===== src/rtl/input_debounce_pkg.sv =====
// Shared constants and helpers for the input_debounce block.
// Optional interrupt status is enabled with the INPUT_DEBOUNCE_IRQ_EN macro.
package input_debounce_pkg;

  localparam int unsigned DEF_NUM_IN        = 8;
  localparam int unsigned DEF_STABLE_CYCLES = 50000;

  // Per-channel view of the debouncer: output level agrees with sync2 or not.
  typedef enum logic {
    CH_STABLE   = 1'b0,
    CH_SETTLING = 1'b1
  } chan_state_e;

  // Counter must hold values 0 .. stable_cycles-1; never narrower than one bit.
  function automatic int unsigned cnt_width(input int unsigned stable_cycles);
    int unsigned w;
    if (stable_cycles <= 1) begin
      w = 1;
    end else begin
      w = unsigned'($clog2(stable_cycles + 1));
    end
    return w;
  endfunction

endpackage


===== src/rtl/input_debounce_chan.sv =====
// One input channel: 2-flop synchronizer, stability counter, debounced level
// and registered one-cycle rise/fall pulses.
module debounce_chan
  import input_debounce_pkg::*;
#(
  parameter int unsigned STABLE_CYCLES = DEF_STABLE_CYCLES
) (
  input  logic HCLK,
  input  logic HRESET,
  input  logic RAW_IN,
  output logic CLEAN_OUT,
  output logic RISE_PULSE,
  output logic FALL_PULSE
);

  localparam int unsigned CW = cnt_width(STABLE_CYCLES);
  localparam logic [CW-1:0] TERM_CNT = CW'(STABLE_CYCLES - 1);

  logic          sync1_q;
  logic          sync2_q;
  logic          clean_q, clean_d;
  logic          rise_q, rise_d;
  logic          fall_q, fall_d;
  logic [CW-1:0] cnt_q, cnt_d;
  chan_state_e   state_c;

  always_ff @(posedge HCLK) begin
    if (HRESET) begin
      sync1_q <= 1'b0;
      sync2_q <= 1'b0;
      clean_q <= 1'b0;
      rise_q  <= 1'b0;
      fall_q  <= 1'b0;
      cnt_q   <= '0;
    end else begin
      sync1_q <= RAW_IN;
      sync2_q <= sync1_q;
      clean_q <= clean_d;
      rise_q  <= rise_d;
      fall_q  <= fall_d;
      cnt_q   <= cnt_d;
    end
  end

  // State is implied by whether the synchronized input disagrees with the output.
  always_comb begin
    cnt_d   = '0;
    clean_d = clean_q;
    rise_d  = 1'b0;
    fall_d  = 1'b0;
    state_c = (sync2_q == clean_q) ? CH_STABLE : CH_SETTLING;
    unique case (state_c)
      CH_STABLE: begin
        cnt_d = '0;
      end
      CH_SETTLING: begin
        if (cnt_q == TERM_CNT) begin
          clean_d = sync2_q;
          rise_d  = sync2_q;
          fall_d  = ~sync2_q;
          cnt_d   = '0;
        end else begin
          cnt_d = cnt_q + CW'(1);
        end
      end
      default: begin
        cnt_d = '0;
      end
    endcase
  end

  assign CLEAN_OUT  = clean_q;
  assign RISE_PULSE = rise_q;
  assign FALL_PULSE = fall_q;

endmodule


===== src/rtl/input_debounce.sv =====
// Board input conditioner: NUM_IN independent debounce channels, plus sticky
// maskable edge-interrupt status when INPUT_DEBOUNCE_IRQ_EN is defined.
module input_debounce
  import input_debounce_pkg::*;
#(
  parameter int unsigned NUM_IN        = DEF_NUM_IN,
  parameter int unsigned STABLE_CYCLES = DEF_STABLE_CYCLES
) (
  input  logic              HCLK,
  input  logic              HRESET,
  input  logic [NUM_IN-1:0] RAW_IN,
  output logic [NUM_IN-1:0] CLEAN_OUT,
  output logic [NUM_IN-1:0] RISE_PULSE,
  output logic [NUM_IN-1:0] FALL_PULSE
`ifdef INPUT_DEBOUNCE_IRQ_EN
  ,
  input  logic [NUM_IN-1:0] IRQ_MASK,
  input  logic [NUM_IN-1:0] IRQ_CLR,
  output logic [NUM_IN-1:0] IRQ_STATUS,
  output logic              IRQ
`endif
);

  for (genvar g = 0; g < int'(NUM_IN); g++) begin : g_chan
    debounce_chan #(
      .STABLE_CYCLES(STABLE_CYCLES)
    ) u_chan (
      .HCLK      (HCLK),
      .HRESET    (HRESET),
      .RAW_IN    (RAW_IN[g]),
      .CLEAN_OUT (CLEAN_OUT[g]),
      .RISE_PULSE(RISE_PULSE[g]),
      .FALL_PULSE(FALL_PULSE[g])
    );
  end

`ifdef INPUT_DEBOUNCE_IRQ_EN
  logic [NUM_IN-1:0] status_q, status_d;
  logic              irq_q, irq_d;

  // A new masked edge beats a simultaneous clear so no event is lost.
  always_comb begin
    status_d = (status_q & ~IRQ_CLR) | ((RISE_PULSE | FALL_PULSE) & IRQ_MASK);
    irq_d    = |status_q;
  end

  always_ff @(posedge HCLK) begin
    if (HRESET) begin
      status_q <= '0;
      irq_q    <= 1'b0;
    end else begin
      status_q <= status_d;
      irq_q    <= irq_d;
    end
  end

  assign IRQ_STATUS = status_q;
  assign IRQ        = irq_q;
`endif

endmodule


===== config.mk =====
export PLATFORM = sky130hd
export DESIGN_NAME = input_debounce
export DESIGN_NICKNAME = d
export VERILOG_FILES = /design/src/rtl/input_debounce_pkg.sv /design/src/rtl/input_debounce_chan.sv /design/src/rtl/input_debounce.sv
export SDC_FILE = /design/constraint.sdc
export NUM_CORES = 1
export LEC_CHECK = 0
export BUFFER_PORTS_ARGS = -buffer_cell sky130_fd_sc_hd__buf_2
export CAP_MARGIN = 20
export CORE_MARGIN = 5
export CORE_UTILIZATION = 45
export DETAILED_ROUTE_END_ITERATION = 8
export PLACE_DENSITY_LB_ADDON = 0.2
export SYNTH_ARGS = -nofsm -noshare
export SYNTH_HDL_FRONTEND = slang
export SYNTH_HIERARCHICAL = 1
export SYNTH_SLANG_ARGS = --single-unit

===== constraint.sdc =====
create_clock -name HCLK -period 1.4 [get_ports HCLK]
set_input_delay 0.21 -clock HCLK [delete_from_list [all_inputs] [get_ports HCLK]]
set_output_delay 0.21 -clock HCLK [all_outputs]
set_load 0.02 [all_outputs]

Word level (Yosys, flattened, before mapping)
Index checks and enable logic that the tools add are counted.

storage, ports and cells
  flip-flop bits (word level) = 168
  bits in latches = 0
  memory bits (writable) = 0
  bits in read-only memories = 0
  input port bits = 10
  memories kept = 0

cells by class
  add/subtract/negate cells = 8
  multiply operators = 0
  divide/modulo/power cells = 0
  $lt $le $gt $ge = 0
  equal/unequal tests = 16
  shift-type cells = 0
  muxes and demuxes = 24
  bitwise logic cells = 24
  reductions and logical operators = 16

operators with widths
  operator                                                         number
  16-bit case mux with 2 select lines                              8
  16-bit by 1-bit adder with 16-bit output, second input constant  8
  16-bit equality test, second input constant                      8
  16-bit two-way mux                                               8
  1-bit inverter                                                   24
  3-bit OR reduction                                               8
  2-bit AND reduction                                              8
  1-bit equality test                                              8
  1-bit two-way mux                                                8

Logic depth before layout (Yosys ltp)
  depth in word-level cells = 3
  mapped depth = 6

Modules after synthesis
The synthesis kept the hierarchy.

by module, submodules not included
  module         instances  cells an instance  area an instance (um^2)  sequential area each (um^2)
  debounce_chan  8          91                 905.9                    420.4

Worst setup path before layout
Ideal clock, no wire load.

  path type = register -> register
  start point = register g_chan[0].u_chan.cnt_q[0]
  end point = register g_chan[0].u_chan.cnt_q[4]
  arrival time = 1.311 ns
  data required time = 1.284 ns
  path slack = -0.027 ns
  stages on the path, launching flop included = 7
  path buffers = 1
  path through = dfxtp_1 ha_1 nand3_1 nand4b_4 nand2_2 buf_4 nor2_1

on the way
  cells in the longest elaborated chain, start to end = 3
  elaborated cells between the ends (all ways) = 4
  classes of those cells = 1 x add/sub; 1 x eq/ne; 2 x mux

RTL lines
  item                                                                                     RTL line                                              source
  start: declaration                                                                       input_debounce_chan.sv:24                             logic [CW-1:0] cnt_q, cnt_d;
  start signal: assignment                                                                 input_debounce_chan.sv:41                             cnt_q <= cnt_d;
  16-bit by 1-bit adder with 16-bit output / 16-bit equality test (equally long branches)  input_debounce_chan.sv:63, input_debounce_chan.sv:57
  16-bit two-way mux *                                                                     input_debounce_chan.sv:57                             if (cnt_q == TERM_CNT) begin
  16-bit case mux with 2 select lines *                                                    input_debounce_chan.sv:52                             unique case (state_c)

Every way passes the cells marked *; elsewhere a longest branch is shown, timed or not.
A chain may end at the register's enable or synchronous reset.

Final worst setup path
  start point = register g_chan[2].u_chan.cnt_q[8]
  end point = register g_chan[2].u_chan.cnt_q[13]

on the way
  cells in the longest elaborated chain, start to end = 3
  elaborated cells between the ends (all ways) = 4
  classes of those cells = 1 x add/sub; 1 x eq/ne; 2 x mux

RTL lines
  item                                                                                     RTL line
  start: declaration                                                                       input_debounce_chan.sv:24
  start signal: assignment                                                                 input_debounce_chan.sv:41
  16-bit by 1-bit adder with 16-bit output / 16-bit equality test (equally long branches)  input_debounce_chan.sv:63, input_debounce_chan.sv:57
  16-bit two-way mux *                                                                     input_debounce_chan.sv:57
  16-bit case mux with 2 select lines *                                                    input_debounce_chan.sv:52

Marked as above.

==> results.py <==
metrics = {
    "floorplanning": {
        "die_h_microns": 137,
        "ios": 34,
        "design.core.area_sq_um": 15800,
        "die_width_microns": 137,
        "num_rows": 46,
        "dieArea_sq_um": 18700,
        "start_util": 0.458,
    },
    "power_and_ir_drop": {
        "irDropWorstVdd_uv": 851,
        "pwr_density_cell_nw_per_um2": 1010,
        "p_leak_nw": 3.70,
    },
    "setup_path": {
        "crit_start": "g_chan[2].u_chan/cnt_q[8]",
        "worstPathArrival_ns": 1.68,
        "cp.required_ns": 1.72,
        "end_kind": "flop",
        "crit_fanout": 5,
        "rr_worst_depth": 4,
        "startpoint_type": "flop",
        "worst-setup-path-type": "flop to flop",
        "r2r-start": "g_chan[2].u_chan/cnt_q[8]",
    },
    "timing": {
        "fmax_mhz": 734,
        "setup_slack_ns": 0.0384,
        "min_period_ns": 1.36,
        "fin_crit_sh": 0.973,
        "slew_viol_final": 0,
        "max_slew_margin": 0.603,
        "worst_pin_slew_ns": 0.593,
        "hold_viol": 0,
        "rsz0062_at_grt": "yes",
        "setup-tns-final_ns": 0,
        "setup_viol": 0,
        "clock_skew_ns": 0.00699,
    },
    "cts": {
        "cts_max_path_buffers": 2,
        "cts.sinks": 168,
        "clkTransAtPathRegs_ns": 0.06,
        "clk_latency_ns": 0.43,
        "cts-root-buf": "clkbuf_16",
        "htree_levels": 4,
        "cts-buffers-inserted": 17,
        "cts_tree": "yes",
    },
    "finish": {
        "postLayoutCoreUtil": 0.612,
        "final_cell_mix": "nor2_1, dfxtp_1, xnor2_1",
        "diodes": 0,
        "syn_to_final_growth_pct": 33.6,
        "layout-drive-gt1-share": 0.334,
        "mostFrequentLayoutCell": "nor2_1",
        "finalNonFillerCells": 1115,
        "num-nets-final": 905,
    },
    "yosys": {
        "syn_inst": 728,
        "ys_seq_area_frac": 0.464,
        "yosys.cell_types.count": 22,
        "synth_top_area_cell": "dfxtp_1",
        "syn_area_sq_um": 7250,
        "avgSynthCellArea_sq_um": 9.95,
        "yosys-top-cells-area": "dfxtp_1, xnor2_1, nor2_1, nor4_2, nand3_1",
        "synth_top_area_frac": 0.464,
        "ys_warn_count": 6,
        "ys_ff_latch": 168,
        "syn-num-nets": 746,
    },
    "detailed_routing": {
        "wire_per_inst_microns": 13.3,
        "drtAntennaViolNets": 0,
        "dr.first_iter.drc_count": 217,
        "routed_via_density": 4.97,
        "wl_microns": 14900,
        "num_vias": 5537,
        "first_pass_iters": 4,
        "drc": 0,
    },
    "grt": {
        "antenna_found_initial": 0,
        "grt_pass1_vias": 5581,
        "grt_overflow": 0,
        "grt_max_degree": 36,
        "grtUsageTotal": 0.162,
        "grt_pass1_wl_microns": 24800,
    },
    "placement": {
        "dpl.hpwl_microns": 9860,
        "post-place-ws_ns": -0.0656,
        "io_buffer_count": 33,
        "post-place-cells": 1068,
        "gp_congestion": 0.785,
    },
    "hold_path": {
        "hp-start": "HRESET",
        "worstHoldPathType": "input port to flop",
        "holdPathStages": 3,
    },
    "flow_run": {
        "drv_cap": 0,
    },
    "run_status": {
        "status": "complete, no violations",
    },
}
-- critical path, cell delays in order (launching register included) --
cell	delay [ns]
dfxtp_2	0.37
nand4_1	0.29
nor4_4	0.38
xnor2_1	0.15
nor2_1	0.05
-- final timing paths --
kind	to	slack [ns]
setup / recovery	g_chan[2].u_chan/cnt_q[13]	0.04
hold / removal	g_chan[6].u_chan/sync1_q	0.20
setup reg to reg	g_chan[2].u_chan/cnt_q[13]	0.04
hold reg to reg	g_chan[7].u_chan/sync2_q	0.44
-- power breakdown --
group	switching [mW]	leakage, nW	total [mW]	internal, mW
clock	1.87	0.299	4.75	2.89
combinational	0.0839	2.02	0.162	0.0779
sequential	0.0191	1.37	4.83	4.81
-- Yosys cell counts --
cell type  number
nand4_4         8
nor2b_1        16
inv_1          24
and3_1          8
nor4b_1        16
nand4b_4        8
ha_1            8
and4bb_1        8
nand4_1        16
and4bb_2        8
dfxtp_1       168
nor4_2         24
nor4b_2         8
nor3_1         32
xnor2_1       112
buf_4           8
nand2_2         8
nand2_1        24
mux2i_1         8
nand3_1        40
xor2_1          8
nor2_1        168
-- state kept, by name (all words and copies together), names as in the netlist --
signal / count
g_chan.u_chan/CLEAN_OUT: 8
g_chan.u_chan/FALL_PULSE: 8
g_chan.u_chan/RISE_PULSE: 8
g_chan.u_chan/cnt_q: 128
g_chan.u_chan/sync1_q: 8
g_chan.u_chan/sync2_q: 8
-- layout make-up --
type                       count  area [sq um]
sequential                   168          3400
multi-input combinational    530          4250
fill                        1275          6150
tap                          216           270
inverter                      24          90.1
clock inverter                12           149
clock buffer                  19           453
timing repair buffer         146          1070
-- timing repair --
item	4_1_cts	5_1_grt
cloned	0	2
setup buffers	0	6
endpoints found under the hold margin	8	0
pin swaps	0	26
resized for setup	13	89
setup endpoints to repair	100	117
hold buffers	8	0
-- stage by stage --
| stage | power (mW) | hold slack [ns] | instance area [sq um] |
|---|---|---|---|
| finish | 9.74 | 0.202 | 9680 |
| global route | 10.1 | 0.215 | 9680 |
| CTS | 9.85 | 0.184 | 9190 |
| detailed placement | 5.06 | 0.423 | 8430 |
| global placement | 5.06 | 0.421 | 8430 |
| floorplan | 4.99 | 0.282 | 7290 |
-- routing by layer --
metal | vias to the layer above | wire length, microns | track usage
li1 | 2796 | - | -
met1 | 2667 | 6540 | 0.188
met2 | 59 | 7810 | 0.286
met3 | 15 | 342 | 0.0357
met4 | 0 | 189 | 0.0721
met5 | - | 0 | 0
-- cells by family (layout without fill, tap and decap cells) --
family / Yosys count / count (layout) / synth area share
muxes: 8 / 8 / 0.0111
buffers and inverters: 32 / 201 / 0.0207
and+or+nand+nor: 392 / 394 / 0.345
xor gates and xnor gates: 120 / 120 / 0.145
adders and majority gates: 8 / 8 / 0.0138
DFF: 168 / 168 / 0.464
(Power assumes the default switching activity.)
